$ cat src/rtl/game_round_controller_if.sv
// Session-level signals between the game round controller, the per-shot FSM
// and the display/sprite datapath. The controller sits on the master side.
interface game_round_controller_if #(
    parameter int SCORE_W = 8,
    parameter int LIVES_W = 2,
    parameter int LEVEL_W = 3,
    parameter int SPEED_W = 4
);
    logic               key;
    logic               round_end;
    logic               round_won;
    logic               game_enable;
    logic               new_game;
    logic               level_up;
    logic               game_over;
    logic [SCORE_W-1:0] score;
    logic [LIVES_W-1:0] lives;
    logic [LEVEL_W-1:0] level;
    logic [SPEED_W-1:0] target_speed;
    logic [4:0]         dbg_state;

    // round_end is a one-cycle pulse; round_won is meaningful only while round_end=1.
    modport master (
        input  key, round_end, round_won,
        output game_enable, new_game, level_up, game_over,
        output score, lives, level, target_speed, dbg_state
    );

    modport slave (
        output key, round_end, round_won,
        input  game_enable, new_game, level_up, game_over,
        input  score, lives, level, target_speed, dbg_state
    );
endinterface

$ cat src/rtl/game_round_controller.sv
// Game session controller: start on key, score/lives/level bookkeeping,
// target speed per level and a minimum hold on the game-over screen.
module game_round_controller #(
    parameter int SCORE_W        = 8,
    parameter int N_LIVES        = 3,
    parameter int LIVES_W        = 2,
    parameter int LEVEL_W        = 3,
    parameter int MAX_LEVEL      = 7,
    parameter int WINS_PER_LEVEL = 4,
    parameter int SPEED_W        = 4,
    parameter int BASE_SPEED     = 1,
    parameter int GAME_OVER_HOLD = 16
) (
    input  logic             clk,
    input  logic             reset,
    game_round_controller_if.master bus
);
    localparam int WIN_W     = (WINS_PER_LEVEL > 1) ? $clog2(WINS_PER_LEVEL) : 1;
    localparam int HOLD_W    = $clog2(GAME_OVER_HOLD + 1);
    localparam int SPEED_MAX = (1 << SPEED_W) - 1;

    typedef enum logic [4:0] {
        IDLE      = 5'b00001,
        INIT      = 5'b00010,
        PLAY      = 5'b00100,
        LEVEL_UP  = 5'b01000,
        GAME_OVER = 5'b10000
    } state_t;

    state_t             state;
    logic               key_q;
    logic               key_rise;
    logic [SCORE_W-1:0] score;
    logic [LIVES_W-1:0] lives;
    logic [LEVEL_W-1:0] level;
    logic [WIN_W-1:0]   win_cnt;
    logic [HOLD_W-1:0]  hold_cnt;
    logic [SPEED_W-1:0] target_speed;

    assign key_rise = bus.key & ~key_q;

    function automatic logic [SPEED_W-1:0] speed_for(input logic [LEVEL_W-1:0] lvl);
        int sum;
        sum = BASE_SPEED + int'(lvl);
        if (sum > SPEED_MAX) return '1;
        return SPEED_W'(sum);
    endfunction

    // target_speed is loaded together with level so it is already valid in LEVEL_UP.
    always_ff @(posedge clk or posedge reset) begin
        if (reset) begin
            state        <= IDLE;
            key_q        <= 1'b0;
            score        <= '0;
            lives        <= '0;
            level        <= '0;
            win_cnt      <= '0;
            hold_cnt     <= '0;
            target_speed <= SPEED_W'(BASE_SPEED);
        end else begin
            key_q <= bus.key;
            case (state)
                IDLE: begin
                    if (key_rise) state <= INIT;
                end
                INIT: begin
                    score        <= '0;
                    lives        <= LIVES_W'(N_LIVES);
                    level        <= '0;
                    win_cnt      <= '0;
                    target_speed <= speed_for('0);
                    state        <= PLAY;
                end
                PLAY: begin
                    if (bus.round_end) begin
                        if (bus.round_won) begin
                            if (score != '1) score <= score + 1'b1;
                            if (win_cnt == WIN_W'(WINS_PER_LEVEL - 1)) begin
                                win_cnt <= '0;
                                if (level < LEVEL_W'(MAX_LEVEL)) begin
                                    level        <= level + 1'b1;
                                    target_speed <= speed_for(level + 1'b1);
                                    state        <= LEVEL_UP;
                                end
                            end else begin
                                win_cnt <= win_cnt + 1'b1;
                            end
                        end else if (lives == LIVES_W'(1)) begin
                            lives    <= '0;
                            hold_cnt <= '0;
                            state    <= GAME_OVER;
                        end else begin
                            lives <= lives - 1'b1;
                        end
                    end
                end
                LEVEL_UP: begin
                    state <= PLAY;
                end
                GAME_OVER: begin
                    if (key_rise && hold_cnt == HOLD_W'(GAME_OVER_HOLD)) begin
                        state <= INIT;
                    end else if (hold_cnt != HOLD_W'(GAME_OVER_HOLD)) begin
                        hold_cnt <= hold_cnt + 1'b1;
                    end
                end
                default: state <= IDLE;
            endcase
        end
    end

    assign bus.game_enable  = (state == PLAY);
    assign bus.new_game     = (state == INIT);
    assign bus.level_up     = (state == LEVEL_UP);
    assign bus.game_over    = (state == GAME_OVER);
    assign bus.score        = score;
    assign bus.lives        = lives;
    assign bus.level        = level;
    assign bus.target_speed = target_speed;
    assign bus.dbg_state    = state;
endmodule

$ cat src/flat_wrapper.sv
// flat-port wrapper written by rule: the top's interface ports become plain ports
module game_round_controller_flat 
#(
    parameter int SCORE_W        = 8,
    parameter int N_LIVES        = 3,
    parameter int LIVES_W        = 2,
    parameter int LEVEL_W        = 3,
    parameter int MAX_LEVEL      = 7,
    parameter int WINS_PER_LEVEL = 4,
    parameter int SPEED_W        = 4,
    parameter int BASE_SPEED     = 1,
    parameter int GAME_OVER_HOLD = 16
)
  (clk, reset, bus_key, bus_round_end, bus_round_won, bus_game_enable, bus_new_game, bus_level_up, bus_game_over, bus_score, bus_lives, bus_level, bus_target_speed, bus_dbg_state);
  game_round_controller_if #(.SCORE_W(SCORE_W), .LIVES_W(LIVES_W), .LEVEL_W(LEVEL_W), .SPEED_W(SPEED_W)) bus_i ();
  input  logic clk;
  input  logic reset;
  input wire logic [$bits(bus_i.key)-1:0] bus_key;
  input wire logic [$bits(bus_i.round_end)-1:0] bus_round_end;
  input wire logic [$bits(bus_i.round_won)-1:0] bus_round_won;
  output wire logic [$bits(bus_i.game_enable)-1:0] bus_game_enable;
  output wire logic [$bits(bus_i.new_game)-1:0] bus_new_game;
  output wire logic [$bits(bus_i.level_up)-1:0] bus_level_up;
  output wire logic [$bits(bus_i.game_over)-1:0] bus_game_over;
  output wire logic [$bits(bus_i.score)-1:0] bus_score;
  output wire logic [$bits(bus_i.lives)-1:0] bus_lives;
  output wire logic [$bits(bus_i.level)-1:0] bus_level;
  output wire logic [$bits(bus_i.target_speed)-1:0] bus_target_speed;
  output wire logic [$bits(bus_i.dbg_state)-1:0] bus_dbg_state;
  assign bus_i.key = bus_key;
  assign bus_i.round_end = bus_round_end;
  assign bus_i.round_won = bus_round_won;
  assign bus_game_enable = bus_i.game_enable;
  assign bus_new_game = bus_i.new_game;
  assign bus_level_up = bus_i.level_up;
  assign bus_game_over = bus_i.game_over;
  assign bus_score = bus_i.score;
  assign bus_lives = bus_i.lives;
  assign bus_level = bus_i.level;
  assign bus_target_speed = bus_i.target_speed;
  assign bus_dbg_state = bus_i.dbg_state;
  game_round_controller #(.SCORE_W(SCORE_W), .N_LIVES(N_LIVES), .LIVES_W(LIVES_W), .LEVEL_W(LEVEL_W), .MAX_LEVEL(MAX_LEVEL), .WINS_PER_LEVEL(WINS_PER_LEVEL), .SPEED_W(SPEED_W), .BASE_SPEED(BASE_SPEED), .GAME_OVER_HOLD(GAME_OVER_HOLD)) u_core (.clk(clk), .reset(reset), .bus(bus_i));
endmodule
$ cat config.mk
export PLATFORM = sky130hd
export DESIGN_NAME = game_round_controller_flat
export DESIGN_NICKNAME = d
export VERILOG_FILES = /design/src/rtl/game_round_controller_if.sv /design/src/rtl/game_round_controller.sv /design/src/flat_wrapper.sv
export SDC_FILE = /design/constraint.sdc
export NUM_CORES = 1
export LEC_CHECK = 0
export BUFFER_PORTS_ARGS = -buffer_cell sky130_fd_sc_hd__buf_4
export CORE_MARGIN = 2
export CORE_UTILIZATION = 45
export CTS_BUF_LIST = sky130_fd_sc_hd__clkbuf_16
export CTS_CLUSTER_DIAMETER = 30
export DETAILED_ROUTE_END_ITERATION = 6
export GPL_ROUTABILITY_DRIVEN = 0
export PLACE_DENSITY = 0.74
export RECOVER_POWER = 100
export REMOVE_ABC_BUFFERS = 1
export SLEW_MARGIN = 40
export SYNTH_ARGS = -nofsm -noshare
export SYNTH_HDL_FRONTEND = slang
export SYNTH_SLANG_ARGS = --single-unit
$ cat constraint.sdc
create_clock -name clk -period 1.61 [get_ports clk]
set_input_delay 0.2415 -clock clk [delete_from_list [all_inputs] [get_ports clk]]
set_output_delay 0.2415 -clock clk [all_outputs]
set_load 0.02 [all_outputs]
Yosys cells after proc, flatten, opt, wreduce, memory -nomap -nowiden
Cells that the tools add are included.
W data, S select, Z words.

word-level totals
  word-level logic and storage cells = 96
  register bits after elaboration = 30
  output and inout bits = 26
  input port bits = 5

operators by class
  reduce and logical (&&, ||, !) cells = 10
  add/sub/neg operators = 6
  bitwise operators = 2
  multiplexer cells = 44
  equal/unequal tests = 24
  magnitude comparators = 2

operators by type and width
  operator               count
  $mux W5                12
  $gt A32 B5 Y1 const B  1
  $mux W4                6
  $mux W8                3
  $pmux W5 S4            1
  $pmux W8 S2            1
  $ne A2 B1 Y1 const B   7
  $mux W2                6
  $mux W3                4
  $reduce_and A6 Y1      2
  $eq A5 B5 Y1 const B   2
  $pmux W5 S2            1
  $ne A3 B2 Y1 const B   3
  $add A8 B1 Y8 const B  1
  $ne A2 B2 Y1 const B   4
  $ne A8 B8 Y1 const B   1
  $pmux W2 S2            2
  $pmux W4 S2            1
  $mux W1                6
  $pmux W3 S2            1
  $reduce_and A3 Y1      2
  $add A5 B1 Y5 const B  1
  $eq A5 B1 Y1 const B   1
  $eq A5 B2 Y1 const B   1
  17 further kinds       18

Longest topological paths before layout
  depth after elaboration = 15
  gate-level depth with buffers = 6
  gate-level depth less buffers = 6

Least setup slack after synthesis
No wires, ideal clock.

  path kind = register to register
  start point = register u_core.score[0] (netlist: u_core.bus.score[0])
  end point = register u_core.score[0] (netlist: u_core.bus.score[0])
  setup slack = -198 ps
  library setup time = 125 ps
  arrival = 1683 ps
  data required time = 1485 ps
  stages on the path, launching flop included = 7
  path buffers = 1
  path through = dfrtp_1 ha_1 nand3_1 o2111ai_4 and2_4 buf_6 mux2_4

on the way
  cells in the longest elaborated chain, start to end = 5

RTL lines
  element                 line                         RTL
  start, declared         game_round_controller.sv:33  logic [SCORE_W-1:0] score;
  start signal, assigned  game_round_controller.sv:77  if (score != '1) score <= score + 1'b1;
  $add A8 B1 Y8           game_round_controller.sv:77
  $mux W8                 game_round_controller.sv:77
  $mux W8                 game_round_controller.sv:76  if (bus.round_won) begin
  $mux W8                 game_round_controller.sv:75  if (bus.round_end) begin
  $pmux W8 S2             game_round_controller.sv:62  case (state)

Parallel ways exist; a longest one is shown, timed or not. The select of a mux whose other input is x is not followed.
A chain may end at the register's enable or synchronous reset.

Worst setup path after layout
  start point = register u_core.state[1] (netlist: u_core.bus.dbg_state[1])
  end point = output port bus_game_over

on the way
  cells in the longest elaborated chain, start to end = 1

RTL lines
  element                 line                          RTL
  start, declared         game_round_controller.sv:30   state_t state;
  start signal, assigned  game_round_controller.sv:52   state <= IDLE;
  start signal, assigned  game_round_controller.sv:64   if (key_rise) state <= INIT;
  start signal, assigned  game_round_controller.sv:72   state <= PLAY;
  $eq A5 B5 Y1            game_round_controller.sv:115  assign bus.game_over = (state == GAME_OVER);
  end, declared           flat_wrapper.sv:24            output wire logic [$bits(bus_i.game_over)-1:0] bus_game_over;

Every way passes these cells.

==> results.sh <==
export IMPL_status="complete, but fails checks"
export IMPL_violations="setup timing"
export IMPL_vias=1703
export IMPL_hpwl_um=2990
export IMPL_hold_path_class="input pin to flop"
export IMPL_synth_area_leader_cell="dfrtp_1"
export IMPL_finClkSkew_ns=0.00490
export IMPL_synth_area_leaders="dfrtp_1, ha_1, nand3_1"
export IMPL_wire_per_inst_um=15.8
export IMPL_min_from="bus_key"
export IMPL_fmax_ghz=0.591
export IMPL_yosysTopAreaCellShare_pct=40.1
export IMPL_synthTopCellsByCount="dfrtp_1, nand3_1, inv_1"
export IMPL_crit_fanout=4
export IMPL_maxSlewHeadroom_pct=49.8
export IMPL_areaGrowthSynthToFinish_pct=46.4
export IMPL_ir_drop_uv=665
export IMPL_root_buffer="clkbuf_16"
export IMPL_syn_area_per_cell_um2=9.92
export IMPL_fillers=286
export IMPL_grt_overflow_total=0
export IMPL_yosysMostFrequentCell="dfrtp_1"
export IMPL_whs_path_depth=1
export IMPL_synth_distinct_cells=53
export IMPL_drt_pass1_iter_count=4
export IMPL_grt_first_pass_wirelength_um=7380
export IMPL_place_ws_ns=-0.0778
export IMPL_grt_pass1_vias=1633
export IMPL_antenna_found_initial=0
export IMPL_yosys_warnings=0
export IMPL_placed_cell_area_mm2=0.00225
export IMPL_final_hold_viol_count=0
export IMPL_drtIter0Drc=106
export IMPL_port_buffers=30
export IMPL_min_to="u_core.key_q"
export IMPL_cts_tree="built"
export IMPL_clkLatencyLatePin_ns=0.27
export IMPL_setup_viol=11
export IMPL_num_rows=22
export IMPL_nets=266
export IMPL_clk_pin_slew_ns=0.05
export IMPL_cp_start_kind="flop"
export IMPL_async_flop_share_pct=100
export IMPL_grt_max_degree=31
export IMPL_fin_area_mm2=0.00255
export IMPL_die_w_um=66.3
export IMPL_wl_um=4780
export IMPL_ys_flop_type="dfrtp_1"
export IMPL_r2r_slack_ns=-0.04
export IMPL_critPathKind="flop to primary output"
export IMPL_cellPowerDensity_mw_per_mm2=996
export IMPL_fin_ws_ns=-0.0818
export IMPL_synth_seq_area_share_pct=43.2
export IMPL_placed_cells=282
export IMPL_grt_usage_pct=22.5
export IMPL_critical_path_arrival_ns=1.45
export IMPL_n_antenna_cell=0
export IMPL_ant_nets=0
export IMPL_r2r_end="u_core.bus.target_speed[1]"
export IMPL_numCtsBuffers=5
export IMPL_cts_sinks=30
export IMPL_required_ns=1.37
export IMPL_vias_per_cell=5.62
export IMPL_regToRegStartpoint="u_core.bus.dbg_state[4]"
export IMPL_start_util_pct=47.3
export IMPL_syn_inst=176
export IMPL_coreArea_mm2=0.00369
export IMPL_rsz0062_at_grt="yes"
export IMPL_finalCritPeriodShare_pct=105
export IMPL_tightest_slew_ns=0.753
export IMPL_ios=31
export IMPL_drv_cap=0
export IMPL_layout_drive_gt1_share_pct=40.0
export IMPL_clockBufferDepth=2
export IMPL_synth_seq_cells=30
export IMPL_r2r_cells=5
export IMPL_fp_dieH_um=66.3
export IMPL_die_area_mm2=0.00439
export IMPL_layout_cells_non_filler=303
export IMPL_synth_edff_count=0
export IMPL_drc=0
export IMPL_slew_viol_final=0
export IMPL_syn_area_mm2=0.00175
export IMPL_p_leak_uw=0.00125
export IMPL_end_kind="primary output"
export IMPL_layout_min_cycle_time_ns=1.69
export IMPL_h_tree_depth=2
==> timing repair <==
action                     CTS  global route
buffers inserted             5             9
pin swaps                    5             7
setup endpoints to repair   11            17
hold buffers                 0             0
gates resized for setup     17            17
==> where the power goes <==
group,internal (uW),switching [uW]
registers,865,88.8
logic,315,416
clock network,556,303
total,1740,809
==> kinds of logic (layout without fill, tap and decap cells) <==
logic type               Yosys count  count (layout)  synth area share (%)
AO/OA/AOI/OAI                     39              39                  17.6
multiplexers                       8               8                  5.23
adder cells (fa/ha/maj)            7               7                  5.02
XOR/XNOR                           3               3                  1.51
flip-flops                        30              30                  43.2
buffers and inverters             18              97                  4.37
AND/OR/NAND/NOR                   71              71                  23.1
==> per-stage QoR <==
step                      utilization [%]   TNS, ns  hold slack [ns]  total power [uW]
after floorplan                         -     -6.83            0.273              1330
after global routing                 69.3     -1.29            0.102              2680
after CTS                            67.5    -0.171           0.0656              2570
after detailed placement             61.0    -0.191            0.349              1680
final                                69.3    -0.256            0.108              2540
after global placement               61.0  -0.00694            0.346              1670
==> cell usage in the layout (no fill, tap or decap), types with 4 or more instances in the layout <==
cell type / instances
a21oi_1: 4
dfrtp_1: 27
buf_6: 8
inv_1: 13
ha_1: 7
mux2_4: 4
nand2_1: 12
clkbuf_1: 18
o21ai_0: 7
nor2_1: 8
clkbuf_16: 5
nand3_1: 12
nor3_1: 5
buf_4: 47
==> registers in the layout (all words and copies together) (netlist names) <==
signal	cells
u_core.bus.target_speed	4
u_core.key_q	1
u_core.bus.dbg_state	5
u_core.bus.lives	2
u_core.hold_cnt	5
u_core.win_cnt	2
u_core.bus.level	3
u_core.bus.score	8
==> cell type report <==
type | instances | area [um^2] | area share (%)
Sequential cell | 30 | 754 | 29.5
Timing Repair Buffer | 76 | 531 | 20.8
Multi-Input combinational cell | 128 | 1020 | 40.1
Inverter | 13 | 48.8 | 1.91
Clock buffer | 5 | 125 | 4.90
Clock inverter | 3 | 12.5 | 0.490
Tap cell | 48 | 60.1 | 2.35
==> metal layers <==
layer  part of all wire [%]  GRT usage [%]  vias up
li1                       -              -      799
met1                     42           27.0      831
met2                     51           38.8       55
met3                    3.7           5.45       18
met4                    3.1           8.42        0
met5                      0              0        -
==> how the worst max path moves through the flow <==
| stage | startpoint | to | slack [ns] | depth (start not counted) |
|---|---|---|---|---|
| global placement | u_core.bus.dbg_state[1] | u_core.hold_cnt[1] | -0.007 | 5 |
| floorplan | u_core.bus.dbg_state[2] | u_core.bus.level[1] | -0.38 | 4 |
| global route | u_core.bus.score[2] | u_core.bus.score[5] | -0.13 | 5 |
| finish | u_core.bus.dbg_state[1] | bus_game_over | -0.08 | 5 |
| CTS | u_core.bus.dbg_state[1] | bus_level_up | -0.06 | 4 |
| detailed placement | u_core.bus.dbg_state[1] | u_core.hold_cnt[1] | -0.08 | 5 |
==> critical path, stage by stage, from the launching register on <==
cell and delay (ns):
dfrtp_2 0.44, buf_6 0.14, nor3_4 0.20, buf_6 0.13, and2_4 0.15, buf_6 0.12
No activity file was read; power rests on OpenSTA's default activity.
